===== src/rtl/csa_resolver.sv =====
// rtl/csa_resolver.sv - resolves a carry-save sum/carry pair into binary, CHUNK_W bits per cycle
module csa_resolver #(
  parameter int DATA_W  = 24,
  parameter int CHUNK_W = 8
) (
  input  logic              clk,
  input  logic              rst,
  input  logic              i_valid,
  output logic              i_ready,
  input  logic [DATA_W-1:0] i_sum,
  input  logic [DATA_W-1:0] i_carry,
  output logic              o_valid,
  input  logic              o_ready,
  output logic [DATA_W:0]   o_data,
  output logic              o_busy
);

  localparam int NCHUNK   = (DATA_W + CHUNK_W - 1) / CHUNK_W;
  localparam int O_DATA_W = DATA_W + 1;
  localparam int KW       = (NCHUNK > 1) ? $clog2(NCHUNK) : 1;

  // Covers one chunk plus the bit above it, where the provisional carry-out lands.
  // The next chunk overwrites that bit; after the last chunk it is the final carry-out.
  localparam logic [O_DATA_W-1:0] CHUNK_MASK = O_DATA_W'({(CHUNK_W + 1){1'b1}});

  typedef enum logic [1:0] {IDLE, ADD, DONE} state_t;

  state_t              state_q, state_d;
  logic [KW-1:0]       k_q, k_d;
  logic                cin_q, cin_d;
  logic [DATA_W-1:0]   sum_q, sum_d;
  logic [DATA_W-1:0]   carry_q, carry_d;
  logic [O_DATA_W-1:0] data_q, data_d;

  logic [31:0]         chunk_off;
  logic [CHUNK_W-1:0]  a_chunk, b_chunk;
  logic [CHUNK_W:0]    chunk_sum;
  logic [O_DATA_W-1:0] data_merged;
  logic                accept;

  // Chunk datapath: the slice of both operands at chunk k plus the registered carry-in.
  // Bits past DATA_W shift in as zero, so a partial last chunk puts its carry at bit DATA_W.
  always_comb begin
    chunk_off   = 32'(k_q) * 32'(CHUNK_W);
    a_chunk     = CHUNK_W'(sum_q >> chunk_off);
    b_chunk     = CHUNK_W'(carry_q >> chunk_off);
    chunk_sum   = {1'b0, a_chunk} + {1'b0, b_chunk} + (CHUNK_W + 1)'(cin_q);
    data_merged = (data_q & ~(CHUNK_MASK << chunk_off)) | (O_DATA_W'(chunk_sum) << chunk_off);
  end

  // Next-state and handshake logic for the IDLE / ADD / DONE sequencer
  always_comb begin
    state_d = state_q;
    k_d     = k_q;
    cin_d   = cin_q;
    sum_d   = sum_q;
    carry_d = carry_q;
    data_d  = data_q;
    i_ready = (state_q == IDLE) || ((state_q == DONE) && o_ready);
    accept  = i_valid && i_ready;

    case (state_q)
      IDLE, DONE: begin
        if (accept) begin
          state_d = ADD;
          k_d     = '0;
          cin_d   = 1'b0;
          sum_d   = i_sum;
          carry_d = i_carry;
          data_d  = '0;
        end else if (state_q == DONE && o_ready) begin
          state_d = IDLE;
        end
      end
      ADD: begin
        data_d = data_merged;
        cin_d  = chunk_sum[CHUNK_W];
        if (k_q == KW'(NCHUNK - 1)) begin
          state_d = DONE;
          k_d     = '0;
        end else begin
          k_d = k_q + KW'(1);
        end
      end
      default: state_d = IDLE;
    endcase
  end

  assign o_valid = (state_q == DONE);
  assign o_busy  = (state_q == ADD);
  assign o_data  = data_q;

  // State registers; reset wins over any handshake on the same edge
  always_ff @(posedge clk) begin
    if (rst) begin
      state_q <= IDLE;
      k_q     <= '0;
      cin_q   <= 1'b0;
      sum_q   <= '0;
      carry_q <= '0;
      data_q  <= '0;
    end else begin
      state_q <= state_d;
      k_q     <= k_d;
      cin_q   <= cin_d;
      sum_q   <= sum_d;
      carry_q <= carry_d;
      data_q  <= data_d;
    end
  end

endmodule


===== config.mk =====
export PLATFORM = sky130hd
export DESIGN_NAME = csa_resolver
export DESIGN_NICKNAME = d
export VERILOG_FILES = /design/src/rtl/csa_resolver.sv
export SDC_FILE = /design/constraint.sdc
export NUM_CORES = 1
export LEC_CHECK = 0
export ABC_AREA = 1
export CORE_UTILIZATION = 46
export DETAILED_ROUTE_END_ITERATION = 10
export PLACE_DENSITY = 0.77
export SKIP_CTS_REPAIR_TIMING = 1
export SLEW_MARGIN = 15
export SYNTH_ARGS = -nofsm -noshare
export SYNTH_HDL_FRONTEND = slang
export SYNTH_SLANG_ARGS = --single-unit

===== constraint.sdc =====
create_clock -name clk -period 2.6 [get_ports clk]
set_clock_uncertainty 0.05 [all_clocks]
set_input_delay 0.65 -clock clk [delete_from_list [all_inputs] [get_ports clk]]
set_output_delay 0.65 -clock clk [all_outputs]
set_load 0.03 [all_outputs]

# After elaboration in Yosys (flattened, before gate mapping)
# Cells that the tools add are included.
dict set report word_totals {
  register_bits 78
  in_bits 52
  output_inout_bits 28
  word_cells 42
}
dict set report classes {
  addsub 3
  eq_ne 6
  shift 4
  muxes 11
  n_bitwise 3
  reduce_logical 9
}
# cell n
set op_table {}
lappend op_table {{$pmux 25 s2} 1}
lappend op_table {{$shr 24x5->8} 2}
lappend op_table {{$and 25x25->25} 1}
lappend op_table {{$mux 25} 1}
lappend op_table {{$not 25->25} 1}
lappend op_table {{$or 25x25->25} 1}
lappend op_table {{$shl 9x5->25} 1}
lappend op_table {{$shl 9x5->25 const A} 1}
lappend op_table {{$mux 2} 5}
lappend op_table {{$add 8x8->9} 1}
lappend op_table {{$add 9x1->9} 1}
lappend op_table {{$pmux 2 s2} 2}
lappend op_table {{$reduce_and 2->1} 3}
lappend op_table {{$eq 2x2->1 const B} 2}
lappend op_table {{$ne 3x3->1 const B} 1}
lappend op_table {{$add 2x1->2 const B} 1}
lappend op_table {{$eq 2x1->1 const B} 1}
lappend op_table {{$logic_and 1x1->1} 2}
lappend op_table {{$logic_not 2->1} 1}
lappend op_table {{$ne 2x1->1 const B} 1}
lappend op_table {{$ne 2x2->1 const B} 1}
lappend op_table {{$pmux 1 s2} 1}
lappend op_table {{$reduce_bool 2->1} 1}
lappend op_table {{$reduce_or 2->1} 1}
lappend op_table {{other kinds (2)} 2}

# Logic depth before layout (Yosys ltp)
dict set report depth {
  word_depth 6
  mapped_depth 16
  depth_no_buf 15
}

# Least setup slack after synthesis
# No wires, ideal clock.
dict set report synth_timing {
  path_kind {register to register}
  start {register k_q[0]}
  end {register data_q[4], in the netlist o_data[4]}
  setup_ns 0.070
  arrival_time_ns 2.296
  required_time_ns 2.480
  setup_slack_ns 0.184
  path_stages_with_launch 15
  path_buffers 2
  period_less_slack_ns 2.416
  path_cell_list {dfxtp_1 buf_2 clkbuf_1 o21ai_0 o22ai_1 fa_1 inv_1 fa_1 inv_1 nand2_1 nand2_1 nand2_1 xnor2_1 nand3_1 a21oi_1}
}
dict set report synth_between {
  elab_chain_cells 6
  elab_cells_between_ends 10
  classes_between {add/sub: 2; shift: 4; mux: 1; bitwise: 3}
}
# element line
set synth_lines {}
lappend synth_lines {{start: declaration} 29} ;# logic [KW-1:0] k_q, k_d;
lappend synth_lines {{start signal: assignment} 104} ;# k_q <= k_d;
lappend synth_lines {{$shr 24x5->8 (on tied branches)} {45, 46}}
lappend synth_lines {{$add 8x8->9} 47} ;# chunk_sum = {1'b0, a_chunk} + {1'b0, b_chunk} + (CHUNK_W + 1)'(cin_q);
lappend synth_lines {{$add 9x1->9} 47}
lappend synth_lines {{$shl 9x5->25} 48} ;# data_merged = (data_q & ~(CHUNK_MASK << chunk_off)) | (O_DATA_W'(chunk_sum) << chunk_off);
lappend synth_lines {{$or 25x25->25 (*)} 48}
lappend synth_lines {{$pmux 25 s2 (*)} 62} ;# case (state_q)
lappend synth_lines {{end signal: assignment} 108} ;# data_q <= data_d;
lappend synth_lines {{end: declaration} 33} ;# logic [O_DATA_W-1:0] data_q, data_d;
# Every way passes the cells marked *; elsewhere a longest branch is shown, timed or not.
# A chain may end at the register's enable or synchronous reset.

# Worst setup path in the final report
dict set report layout_timing {
  start {register k_q[0]}
  end {register data_q[20], in the netlist o_data[20]}
}
# The elaborated chain is that of the path after synthesis.

==> results.py <==
metrics = {
    "worst_setup_path": {
        "critPathKind": "reg -> reg",
        "critPathLaunchType": "flop",
        "critPathArrivalTime_ps": 2660,
        "crit_required_ps": 2840,
        "crit_fanout": 22,
        "r2r-start": "k_q[0]",
        "cp-end-kind": "flop",
        "critical_path.startpoint": "k_q[0]",
    },
    "drt": {
        "finalWirelength_um": 9460,
        "drt_iter0_drc": 233,
        "vias_per_cell": 5.21,
        "drc_errors": 0,
        "avgRoutedWirePerCell_um": 14.1,
        "num_vias": 3509,
        "dr.pass1.iters": 7,
        "ant_nets": 0,
    },
    "yosys": {
        "synth.net_count": 561,
        "synth_top_area_share_pct": 43.1,
        "synth_cell_type_count": 31,
        "post_synth.cell_area_avg_sq_um": 7.32,
        "postSynthCellCount": 495,
        "yosysSeqAreaShare_pct": 43.1,
        "synth_warnings": 0,
        "ys_top_cells_by_area": "dfxtp_1 43%, a21oi_1 11%, nand2_1 10%",
        "ys_seq_elements": 78,
        "syn_area_sq_um": 3620,
        "synth.largest_area_cell": "dfxtp_1",
    },
    "clock_network": {
        "clk_latency_ps": 350,
        "numCtsBuffers": 9,
        "tritoncts": "built",
        "clock-sinks": 78,
        "htree_levels": 3,
        "cts_buffer_depth": 2,
        "path_clk_slew_ps": 80,
        "cts_root_buf": "clkbuf_8",
    },
    "grt": {
        "antenna_found_initial": 0,
        "grt_pass1_wl_um": 15500,
        "grt_max_degree": 79,
        "grt_pass1_vias": 3356,
        "grt-ovfl-total": 0,
        "grtUsageTotal_pct": 23.7,
    },
    "power": {
        "vdd_drop_max_uv": 376,
        "p_per_area_nw_per_um2": 622,
        "p_leak_uw": 0.00187,
    },
    "timing": {
        "setup_slack_ps": 176,
        "setup_tns_ps": 0,
        "drv_slew": 0,
        "min_period_ps": 2420,
        "worst_pin_slew_ps": 434,
        "fin_crit_sh_pct": 93.2,
        "setup-violations-final": 0,
        "hold_violations": 0,
        "whs_ps": 405,
        "max-slew-margin-rel_pct": 70.9,
        "fmax_ghz": 0.412,
    },
    "flow_run": {
        "maxCapViolCount": 0,
    },
    "finish": {
        "diodes": 0,
        "nets": 635,
        "drive_above_1_share_pct": 9.41,
        "fin_area_sq_um": 4810,
        "area_growth_pct": 32.7,
    },
    "die": {
        "ioPinCount": 80,
        "floorplan.initialDensity_pct": 48.7,
        "rows": 31,
        "die-area_sq_um": 8240,
        "die_y_um": 90.8,
        "die_w_um": 90.8,
        "core_sq_um": 7450,
    },
    "placement": {
        "globalplace.congestion": 0.887,
        "place_area_sq_um": 4520,
        "hpwlAfterDp_um": 6730,
        "io_buffers": 79,
        "pre_cts_ws_ps": 167,
    },
    "outcome": {
        "status": "finished clean",
    },
    "worst_hold_path": {
        "holdCritPathClass": "reg -> reg",
        "hold_start": "sum_q[10]",
    },
}
-- synth_stat cells (all sizes together) --
master  count
buf        15
dfxtp      78
a22oi       3
inv        58
o21ai      51
nor2       13
clkinv      1
o22ai      14
o21a        1
ha         12
a21oi      79
nand3      41
clkbuf     13
a22o        1
nand4       4
fa          2
or2         3
xnor2       3
nand2     101
a31oi       2
-- flip-flops by register name, indices dropped and copies added (netlist names) --
name and cells:
cin_q 1, o_data 25, state_q 2, carry_q 24, sum_q 24, k_q 2
-- layer usage --
metal | wire length (um) | global-route usage [%] | vias to the layer above
li1 | - | - | 1800
met4 | 209 | 10.5 | 0
met5 | 0 | 0 | -
met3 | 534 | 3.62 | 19
met2 | 4400 | 38.5 | 118
met1 | 4320 | 30.9 | 1572
-- report_power, final --
group	internal (uW)	leakage, uW	total, uW	switching (uW)
clock	593	0.000116	1030	440
combinational	268	0.00112	656	388
sequential	1270	0.000641	1300	34.2
total	2130	0.00187	2990	862
-- worst paths after layout --
kind,slack [ps],end,cells past startpoint
setup reg to reg,180,o_data[20],14
setup / recovery,180,o_data[20],14
hold reg to reg,410,sum_q[10],2
hold / removal,410,sum_q[10],2
-- logic make-up after synthesis --
family | Yosys count | share of synthesized area [%]
and+or+nand+nor | 162 | 19.5
AOI/OAI and AO/OA | 151 | 22.0
buffers and inverters | 87 | 9.43
DFF | 78 | 43.1
adders and majority gates | 14 | 5.25
xor gates and xnor gates | 3 | 0.725
-- per-stage QoR --
stage          power, uW  cells  util [%]
2_1_floorplan       1730    495         -
3_3_place_gp        1950    657      60.7
3_5_place_dp        1960    657      60.7
4_1_cts             2980    673      63.8
5_1_grt             3130    673      64.5
6_report            2990    673      64.5
-- cell usage in the layout, fill, tap and decap left out, types with 2 or more instances in the layout --
cell / n
a22oi_1: 3
a21oi_1: 76
o21ai_0: 48
nand2_2: 3
nor2_1: 9
nand2_1: 98
nand4_1: 4
o22ai_2: 2
inv_2: 4
o21ai_1: 2
nor2_4: 3
or2_2: 2
ha_1: 12
a31oi_1: 2
clkbuf_8: 11
clkdlybuf4s50_1: 78
inv_1: 53
bufinv_16: 2
dfxtp_1: 76
a21oi_2: 3
nand3_1: 40
buf_4: 10
xnor2_1: 2
o22ai_1: 12
-- critical path, stage by stage (launching register included) --
cell and delay, ps:
dfxtp_4 380, buf_8 160, nand2_1 60, o21ai_0 100, o22ai_2 130, fa_2 220, inv_1 50, fa_1 400
inv_1 70, nand2_1 40, nand2_1 110, nand2_1 110, xnor2_2 200, nand3_1 140, a21oi_2 140
-- layout make-up --
type	instances	area, sq um
Clock buffer	11	151
Clock inverter	5	81.3
Fill cell	643	2640
Inverter	59	224
Multi-Input combinational cell	330	1760
Sequential cell	78	1570
Tap cell	99	124
Timing Repair Buffer	91	902
No activity file was read; power rests on OpenSTA's default activity.
